--- config.mk ---
export PLATFORM = sky130hd
export DESIGN_NAME = result_display_flat
export DESIGN_NICKNAME = d
export VERILOG_FILES = /design/src/rtl/result_display_if.sv /design/src/rtl/result_display.sv /design/src/flat_wrapper.sv
export SDC_FILE = /design/constraint.sdc
export NUM_CORES = 1
export LEC_CHECK = 0
export CORE_MARGIN = 2
export CORE_UTILIZATION = 23
export DETAILED_ROUTE_END_ITERATION = 8
export DONT_BUFFER_PORTS = 1
export GPL_ROUTABILITY_DRIVEN = 0
export PLACE_DENSITY_LB_ADDON = 0.12
export SETUP_SLACK_MARGIN = 0.5
export SLEW_MARGIN = 20
export SYNTH_ARGS = -nofsm -noshare
export SYNTH_HDL_FRONTEND = slang
export SYNTH_SLANG_ARGS = --single-unit
--- constraint.sdc ---
create_clock -name clock -period 4.7 [get_ports clock]
set_input_delay 0.47 -clock clock [delete_from_list [all_inputs] [get_ports clock]]
set_output_delay 0.47 -clock clock [all_outputs]
set_load 0.005 [all_outputs]
--- src/rtl/result_display_if.sv ---
// Result handshake bundle between the ULA and the result display unit.
//   result_valid  - result_data / result_opcode are valid this cycle
//   result_data   - ULA result value (WIDTH bits)
//   result_opcode - opcode that produced the result
//   ready         - high when the display unit will accept a capture
// master: producer side (ULA); slave: result_display.
interface result_display_if #(
  parameter int WIDTH = 8
) ();
  logic             result_valid;
  logic [WIDTH-1:0] result_data;
  logic [3:0]       result_opcode;
  logic             ready;

  modport master (
    output result_valid,
    output result_data,
    output result_opcode,
    input  ready
  );

  modport slave (
    input  result_valid,
    input  result_data,
    input  result_opcode,
    output ready
  );
endinterface

--- src/rtl/result_display.sv ---
// result_display: captures ULA results with their opcode into a small
// circular history, converts the displayed entry to three decimal digits
// with a one-bit-per-cycle double-dabble engine, and drives the 7-segment
// displays (active-low, gfedcba) and the green LEDs.
// Ports:
//   clock, resetn   - clock and synchronous active-low reset
//   bus (slave)     - result_valid/result_data/result_opcode in, ready out
//   advance         - debounced key, each rising edge steps to an older entry
//   count           - number of valid history entries (saturates at DEPTH)
//   hex0..hex2      - units/tens/hundreds digit of the displayed entry
//   hex3            - opcode of the displayed entry (hex digit)
//   ledg            - raw bits of the displayed entry, zero-extended
// Optional build macro SIGNED_DISPLAY_EN: data is two's complement, the
// magnitude is displayed and hex3 shows '-' for negatives (blank otherwise).
module result_display #(
  parameter int WIDTH = 8,
  parameter int DEPTH = 4
) (
  input  logic                     clock,
  input  logic                     resetn,
  result_display_if.slave          bus,
  input  logic                     advance,
  output logic [$clog2(DEPTH):0]   count,
  output logic [6:0]               hex0,
  output logic [6:0]               hex1,
  output logic [6:0]               hex2,
  output logic [6:0]               hex3,
  output logic [7:0]               ledg
);
  localparam int PW    = $clog2(DEPTH);
  localparam int CW    = PW + 1;
  localparam int SW    = WIDTH + 12;          // {hundreds, tens, units, binary}
  localparam int STEPW = $clog2(WIDTH) + 1;
  localparam logic [6:0] BLANK = 7'h7F;

  typedef enum logic {IDLE, CONV} state_t;
  state_t state_reg, state_next;

  function automatic logic [6:0] seg7(input logic [3:0] v);
    case (v)
      4'h0: seg7 = 7'h40;  4'h1: seg7 = 7'h79;  4'h2: seg7 = 7'h24;  4'h3: seg7 = 7'h30;
      4'h4: seg7 = 7'h19;  4'h5: seg7 = 7'h12;  4'h6: seg7 = 7'h02;  4'h7: seg7 = 7'h78;
      4'h8: seg7 = 7'h00;  4'h9: seg7 = 7'h10;  4'hA: seg7 = 7'h08;  4'hB: seg7 = 7'h03;
      4'hC: seg7 = 7'h46;  4'hD: seg7 = 7'h21;  4'hE: seg7 = 7'h06;  default: seg7 = 7'h0E;
    endcase
  endfunction

  logic [WIDTH+3:0] hist_mem [DEPTH];         // {opcode, data}
  logic [PW-1:0]    wr_ptr_reg, view_reg;
  logic [CW-1:0]    count_reg;
  logic             adv_reg;
  logic [SW-1:0]    dd_reg;
  logic [STEPW-1:0] step_reg;
  logic [6:0]       hex3_pend_reg;            // hex3 code of the entry being converted
  logic [7:0]       ledg_pend_reg;
  logic [6:0]       hex0_reg, hex1_reg, hex2_reg, hex3_reg;
  logic [7:0]       ledg_reg;

  logic             adv_edge, capture, step_back, last_step;
  logic [PW-1:0]    oldest, newest, view_prev;
  logic [WIDTH+3:0] sel_entry;
  logic [WIDTH-1:0] sel_data, sel_mag;
  logic [3:0]       sel_op;
  logic [6:0]       sel_hex3;
  logic [15:0]      sel_ext;
  logic [SW-1:0]    dd_adj, dd_shift;

  assign bus.ready = (state_reg == IDLE);
  assign adv_edge  = advance & ~adv_reg;
  assign capture   = bus.result_valid && (state_reg == IDLE);
  // A capture in the same cycle wins over the advance edge.
  assign step_back = adv_edge && (state_reg == IDLE) && !bus.result_valid && (count_reg != '0);
  assign last_step = (step_reg == STEPW'(WIDTH - 1));

  // Oldest valid entry sits count entries behind the write pointer; when the
  // buffer is full the truncated count is 0, so oldest == wr_ptr as required.
  assign oldest    = wr_ptr_reg - count_reg[PW-1:0];
  assign newest    = wr_ptr_reg - PW'(1);
  assign view_prev = (view_reg == oldest) ? newest : view_reg - PW'(1);

  // Memory is read asynchronously so the advance edge can start a conversion
  // in the same cycle, like a capture does.
  assign sel_entry = capture ? {bus.result_opcode, bus.result_data} : hist_mem[view_prev];
  assign sel_data  = sel_entry[WIDTH-1:0];
  assign sel_op    = sel_entry[WIDTH+3:WIDTH];
  assign sel_ext   = 16'(sel_data);

`ifdef SIGNED_DISPLAY_EN
  // Most negative value maps onto itself, which reads correctly as unsigned.
  assign sel_mag  = sel_data[WIDTH-1] ? (~sel_data + WIDTH'(1)) : sel_data;
  assign sel_hex3 = sel_data[WIDTH-1] ? 7'h3F : BLANK;
`else
  assign sel_mag  = sel_data;
  assign sel_hex3 = seg7(sel_op);
`endif

  // Double-dabble step: +3 on every BCD nibble >= 5, then shift left by one.
  assign dd_adj[WIDTH-1:0] = dd_reg[WIDTH-1:0];
  generate
    for (genvar gi = 0; gi < 3; gi++) begin : g_bcd_adj
      logic [3:0] nib;
      assign nib = dd_reg[WIDTH+4*gi +: 4];
      assign dd_adj[WIDTH+4*gi +: 4] = (nib >= 4'd5) ? nib + 4'd3 : nib;
    end
  endgenerate
  assign dd_shift = {dd_adj[SW-2:0], 1'b0};

  always_ff @(posedge clock) begin
    if (!resetn) state_reg <= IDLE;
    else         state_reg <= state_next;
  end

  always_comb begin
    state_next = state_reg;
    case (state_reg)
      IDLE: if (capture || step_back) state_next = CONV;
      CONV: if (last_step)            state_next = IDLE;
      default:                        state_next = IDLE;
    endcase
  end

  always_ff @(posedge clock) begin
    if (resetn && capture) hist_mem[wr_ptr_reg] <= {bus.result_opcode, bus.result_data};
  end

  always_ff @(posedge clock) begin
    if (!resetn) begin
      adv_reg       <= 1'b0;
      wr_ptr_reg    <= '0;
      view_reg      <= '0;
      count_reg     <= '0;
      dd_reg        <= '0;
      step_reg      <= '0;
      hex3_pend_reg <= BLANK;
      ledg_pend_reg <= '0;
      hex0_reg      <= BLANK;
      hex1_reg      <= BLANK;
      hex2_reg      <= BLANK;
      hex3_reg      <= BLANK;
      ledg_reg      <= '0;
    end else begin
      adv_reg <= advance;
      if (capture) begin
        wr_ptr_reg <= wr_ptr_reg + PW'(1);
        view_reg   <= wr_ptr_reg;
        if (count_reg != CW'(DEPTH)) count_reg <= count_reg + CW'(1);
      end else if (step_back) begin
        view_reg <= view_prev;
      end

      if (capture || step_back) begin
        dd_reg        <= {12'b0, sel_mag};
        step_reg      <= '0;
        hex3_pend_reg <= sel_hex3;
        ledg_pend_reg <= sel_ext[7:0];
      end else if (state_reg == CONV) begin
        dd_reg   <= dd_shift;
        step_reg <= step_reg + STEPW'(1);
        if (last_step) begin
          hex0_reg <= seg7(dd_shift[WIDTH   +: 4]);
          hex1_reg <= seg7(dd_shift[WIDTH+4 +: 4]);
          hex2_reg <= seg7(dd_shift[WIDTH+8 +: 4]);
          hex3_reg <= hex3_pend_reg;
          ledg_reg <= ledg_pend_reg;
        end
      end
    end
  end

  assign count = count_reg;
  assign hex0  = hex0_reg;
  assign hex1  = hex1_reg;
  assign hex2  = hex2_reg;
  assign hex3  = hex3_reg;
  assign ledg  = ledg_reg;
endmodule

--- src/flat_wrapper.sv ---
// flat-port wrapper written by rule: the top's interface ports become plain ports
module result_display_flat 
#(
  parameter int WIDTH = 8,
  parameter int DEPTH = 4
)
  (clock, resetn, advance, count, hex0, hex1, hex2, hex3, ledg, bus_result_valid, bus_result_data, bus_result_opcode, bus_ready);
  result_display_if #(.WIDTH(WIDTH)) bus_i ();
  input  logic clock;
  input  logic resetn;
  input  logic advance;
  output logic [$clog2(DEPTH):0] count;
  output logic [6:0] hex0;
  output logic [6:0] hex1;
  output logic [6:0] hex2;
  output logic [6:0] hex3;
  output logic [7:0] ledg;
  input wire logic [$bits(bus_i.result_valid)-1:0] bus_result_valid;
  input wire logic [$bits(bus_i.result_data)-1:0] bus_result_data;
  input wire logic [$bits(bus_i.result_opcode)-1:0] bus_result_opcode;
  output wire logic [$bits(bus_i.ready)-1:0] bus_ready;
  assign bus_i.result_valid = bus_result_valid;
  assign bus_i.result_data = bus_result_data;
  assign bus_i.result_opcode = bus_result_opcode;
  assign bus_ready = bus_i.ready;
  result_display #(.WIDTH(WIDTH), .DEPTH(DEPTH)) u_core (.clock(clock), .resetn(resetn), .bus(bus_i), .advance(advance), .count(count), .hex0(hex0), .hex1(hex1), .hex2(hex2), .hex3(hex3), .ledg(ledg));
endmodule
==> metrics.md <==
| Metric | Value |
|---|---|
| Status | `finished clean` |
| Leading cell type in the layout, fill and taps excluded | `nand2_1` |
| Die ar. | `30000 um2` |
| Achievable Freq | `around 260 MHz` |
| Hold Crit Endpoint | `u_core.hist_mem[0][4]` |
| Reg2reg path depth | `13` |
| FF-to-FF End | `u_core.hex3_pend_reg[5]` |
| Via density | `4.58` |
| Dpl hpwl | `11.2 mm` |
| Period minus WS final | `3860 ps` |
| CTS Buf Count | `17` |
| Worst setup margin | `844 ps` |
| GR Util All Layers | `11.4%` |
| Largest net degree at the start of global routing | `72` |
| Layout cells sized above 1 | `8.26%` |
| Synthesized area | `6590 um2` |
| Slew Limit Fails | `0` |
| Gr ovfl total | `0` |
| Vias in the first global route | `4704` |
| Largest register FFs | `48` |
| Post-placement cell count | `1024` |
| Worst-Skew Late Latency | `420 ps` |
| Final setup fails | `0` |
| Initial Util | `23.5%` |
| Final Hold Vio Count | `0` |
| Port Buffer Count | `0` |
| CTS Sinks | `132` |
| Final WL | `16.8 mm` |
| PD cells | `401 nW/um2` |
| Core area | `28000 um2` |
| Crit path DAT | `4160 ps` |
| Post-DRT Antenna Nets | `0` |
| WS Path Type | `flip-flop to flip-flop` |
| Post-Synthesis Cells | `682` |
| Worst hold path startpoint | `bus_result_data[4]` |
| #FFs+latches synth | `132` |
| Vias after detailed routing | `between 4k and 5k` |
| CTS max path bufs | `2` |
| Pre-CTS setup slack | `748 ps` |
| Routed len/inst | `15.9 um` |
| Hold Buf Count CTS | `0` |
| Syn Area/Cell | `9.66 um2` |
| Worst-path clk slew | `70 ps` |
| Post-route DRC | `0` |
| Fillers | `roughly 3.0k` |
| Post-synthesis sequential area ratio | `47.4%` |
| Hold Path Stages | `0` |
| Startpoint Class | `flip-flop` |
| First-pass GRT wire length | `26.9 mm` |
| EDFF count, synth | `48` |
| Final Non-Filler Cells | `1056` |
| Fin Setup TNS | `0 ps` |
| CP Max Fanout | `10` |
| CTS tree | `done` |
| H-tree depth | `4` |
| Pleak | `~2.7 nW` |
| Reg area | `around 3100 um2` |
| Die Ht | `173 um` |
| Worst hold path class | `primary input to flip-flop` |
| Layout area overhead | `13.0%` |
| TritonRoute pass-1 iters | `4` |
| Horiz. Die Dim | `173 um` |
| Period utilization | `82.0%` |
| Post-synthesis async set-or-reset flop share | `0%` |
| Initial antenna violation count | `0` |
| RSZ-0062 raised after global routing | `no` |
| Netlist cell types | `69` |
| Clock root cell | `clkbuf_16` |
| Actual slew at the worst max-slew pin | `between 1000 and 1500 ps` |
| Final nets | `719` |
| Peak supply drop | `0.211 mV` |
| First-iteration detailed-routing DRC count | `346` |
| CP required | `~5000 ps` |
| Net Count, Synth | `736` |
| Top_reg_cell synth | `dfxtp_1` |
| Synth warn | `0` |
| RR Startpoint | `u_core.wr_ptr_reg[0]` |
| Power Total | `0.00298 W` |
| Flop-to-flop setup slack | `840 ps` |
| Critical Path Sink Type | `flip-flop` |
| Clock Skews | `about 12 ps` |
| Diode count | `0` |
| Area of the multi-input gates | `3170 um2` |
| Row cnt | `61` |
| Io pins | `56` |
| Commonest non-fill, non-tap cells in the layout | `91 x nand2_1, 84 x dfxtp_1, 51 x nor2_1, 48 x edfxtp_1, 41 x o21ai_0` |
| Max cap viols | `0` |
| Slew HR | `a little under a third` |
## how the worst max path moves through the flow
stage                                     from                       to  slack, ps  cells after the start
after global placement    u_core.wr_ptr_reg[0]  u_core.hex3_pend_reg[5]        880                     12
final                     u_core.wr_ptr_reg[0]  u_core.hex3_pend_reg[5]        840                     13
after CTS                 u_core.wr_ptr_reg[0]  u_core.hex3_pend_reg[5]        740                     13
after floorplan           u_core.wr_ptr_reg[0]  u_core.hex3_pend_reg[5]       1360                     14
after detailed placement  u_core.wr_ptr_reg[0]  u_core.hex3_pend_reg[5]        750                     13
after global routing      u_core.wr_ptr_reg[0]  u_core.hex3_pend_reg[5]        540                     13
## report_power, final
| group | total (W) | switching, W | internal (W) |
|---|---|---|---|
| Combinational | 0.000484 | 0.000297 | 0.000187 |
| Sequential | 0.00127 | 0.0000397 | 0.00123 |
| Clock | 0.00123 | 0.000547 | 0.000682 |
| Total | 0.00298 | 0.000884 | 0.00210 |
## through the flow
step	hold WS, ps	area (um2)	util, %
finish	138	7440	26.6
global route	114	7440	26.6
detailed placement	450	6900	24.6
floorplan	432	6590	-
CTS	104	7430	26.5
global placement	445	6890	24.6
## synthesized netlist by cell type, types with 2 or more instances
| library cell | count | area (um2) |
|---|---|---|
| buf_2 | 2 | 10.0 |
| mux2i_1 | 27 | 270 |
| a21oi_1 | 36 | 180 |
| a31oi_1 | 3 | 18.8 |
| o211ai_1 | 6 | 45.0 |
| and3_1 | 12 | 75.1 |
| o21a_1 | 3 | 22.5 |
| nor3b_1 | 5 | 37.5 |
| nand3_1 | 24 | 120 |
| o21ai_1 | 4 | 20.0 |
| inv_1 | 26 | 97.6 |
| edfxtp_1 | 48 | 1440 |
| o31ai_1 | 2 | 15.0 |
| buf_6 | 5 | 56.3 |
| nor2_1 | 51 | 191 |
| a311oi_1 | 3 | 26.3 |
| o2111ai_1 | 2 | 17.5 |
| or3_1 | 3 | 18.8 |
| o32a_1 | 3 | 30.0 |
| xnor2_1 | 12 | 105 |
| clkbuf_1 | 29 | 109 |
| nor3_1 | 4 | 20.0 |
| nand4_1 | 2 | 12.5 |
| o22ai_1 | 8 | 50.1 |
| o21ai_0 | 41 | 205 |
| ha_1 | 38 | 475 |
| xor2_1 | 4 | 35.0 |
| nor2b_1 | 9 | 56.3 |
| o221ai_1 | 13 | 114 |
| a211oi_1 | 15 | 113 |
| nand2b_1 | 5 | 31.3 |
| o22ai_2 | 2 | 25.0 |
| a21boi_0 | 15 | 113 |
| dfxtp_1 | 84 | 1680 |
| and2_1 | 9 | 56.3 |
| nand2_1 | 91 | 342 |
| a21o_1 | 3 | 22.5 |
| xnor2_2 | 2 | 32.5 |
## worst max-delay path, stage by stage, from the launching register on
cell and delay (ps):
dfxtp_1 550, inv_1 200, ha_1 290, xnor2_2 360
xnor2_2 200, mux2i_2 360, nand2_4 200, mux2i_1 210
a221oi_4 400, inv_1 140, ha_1 280, mux2i_1 140
nor2_1 60, o32a_1 330
## area by class of cell
cell class / instances / area share [%]
multi-input combinational: 482 / 42.6
sequential: 132 / 42.0
tap: 378 / 6.36
clock buffer: 19 / 5.82
clock inverter: 13 / 1.40
inverter: 27 / 1.36
timing repair buffer: 5 / 0.504
## metal layers
metal	up-vias	share of wire [%]	global-route usage (%)	wire [um]
met5	-	0	0	0
met4	0	1.5	4.03	255
met3	18	4.2	3.05	703
met2	78	47	18.2	7930
met1	2335	47	14.8	7900
li1	2406	-	-	-
## cells by family after synthesis
group           synth area share (%)
xor+xnor                        2.87
buf+inv                         4.77
fa+ha+maj                       7.22
compound gates                  18.4
simple gates                    15.1
mux                             4.27
flops                           47.4
## timing repair
| item | in CTS | in global routing |
|---|---|---|
| setup endpoints to repair | 0 | 2 |
| buffers inserted | 0 | 0 |
| gates resized for setup | 0 | 3 |
Power figures use the tool's default switching activity.
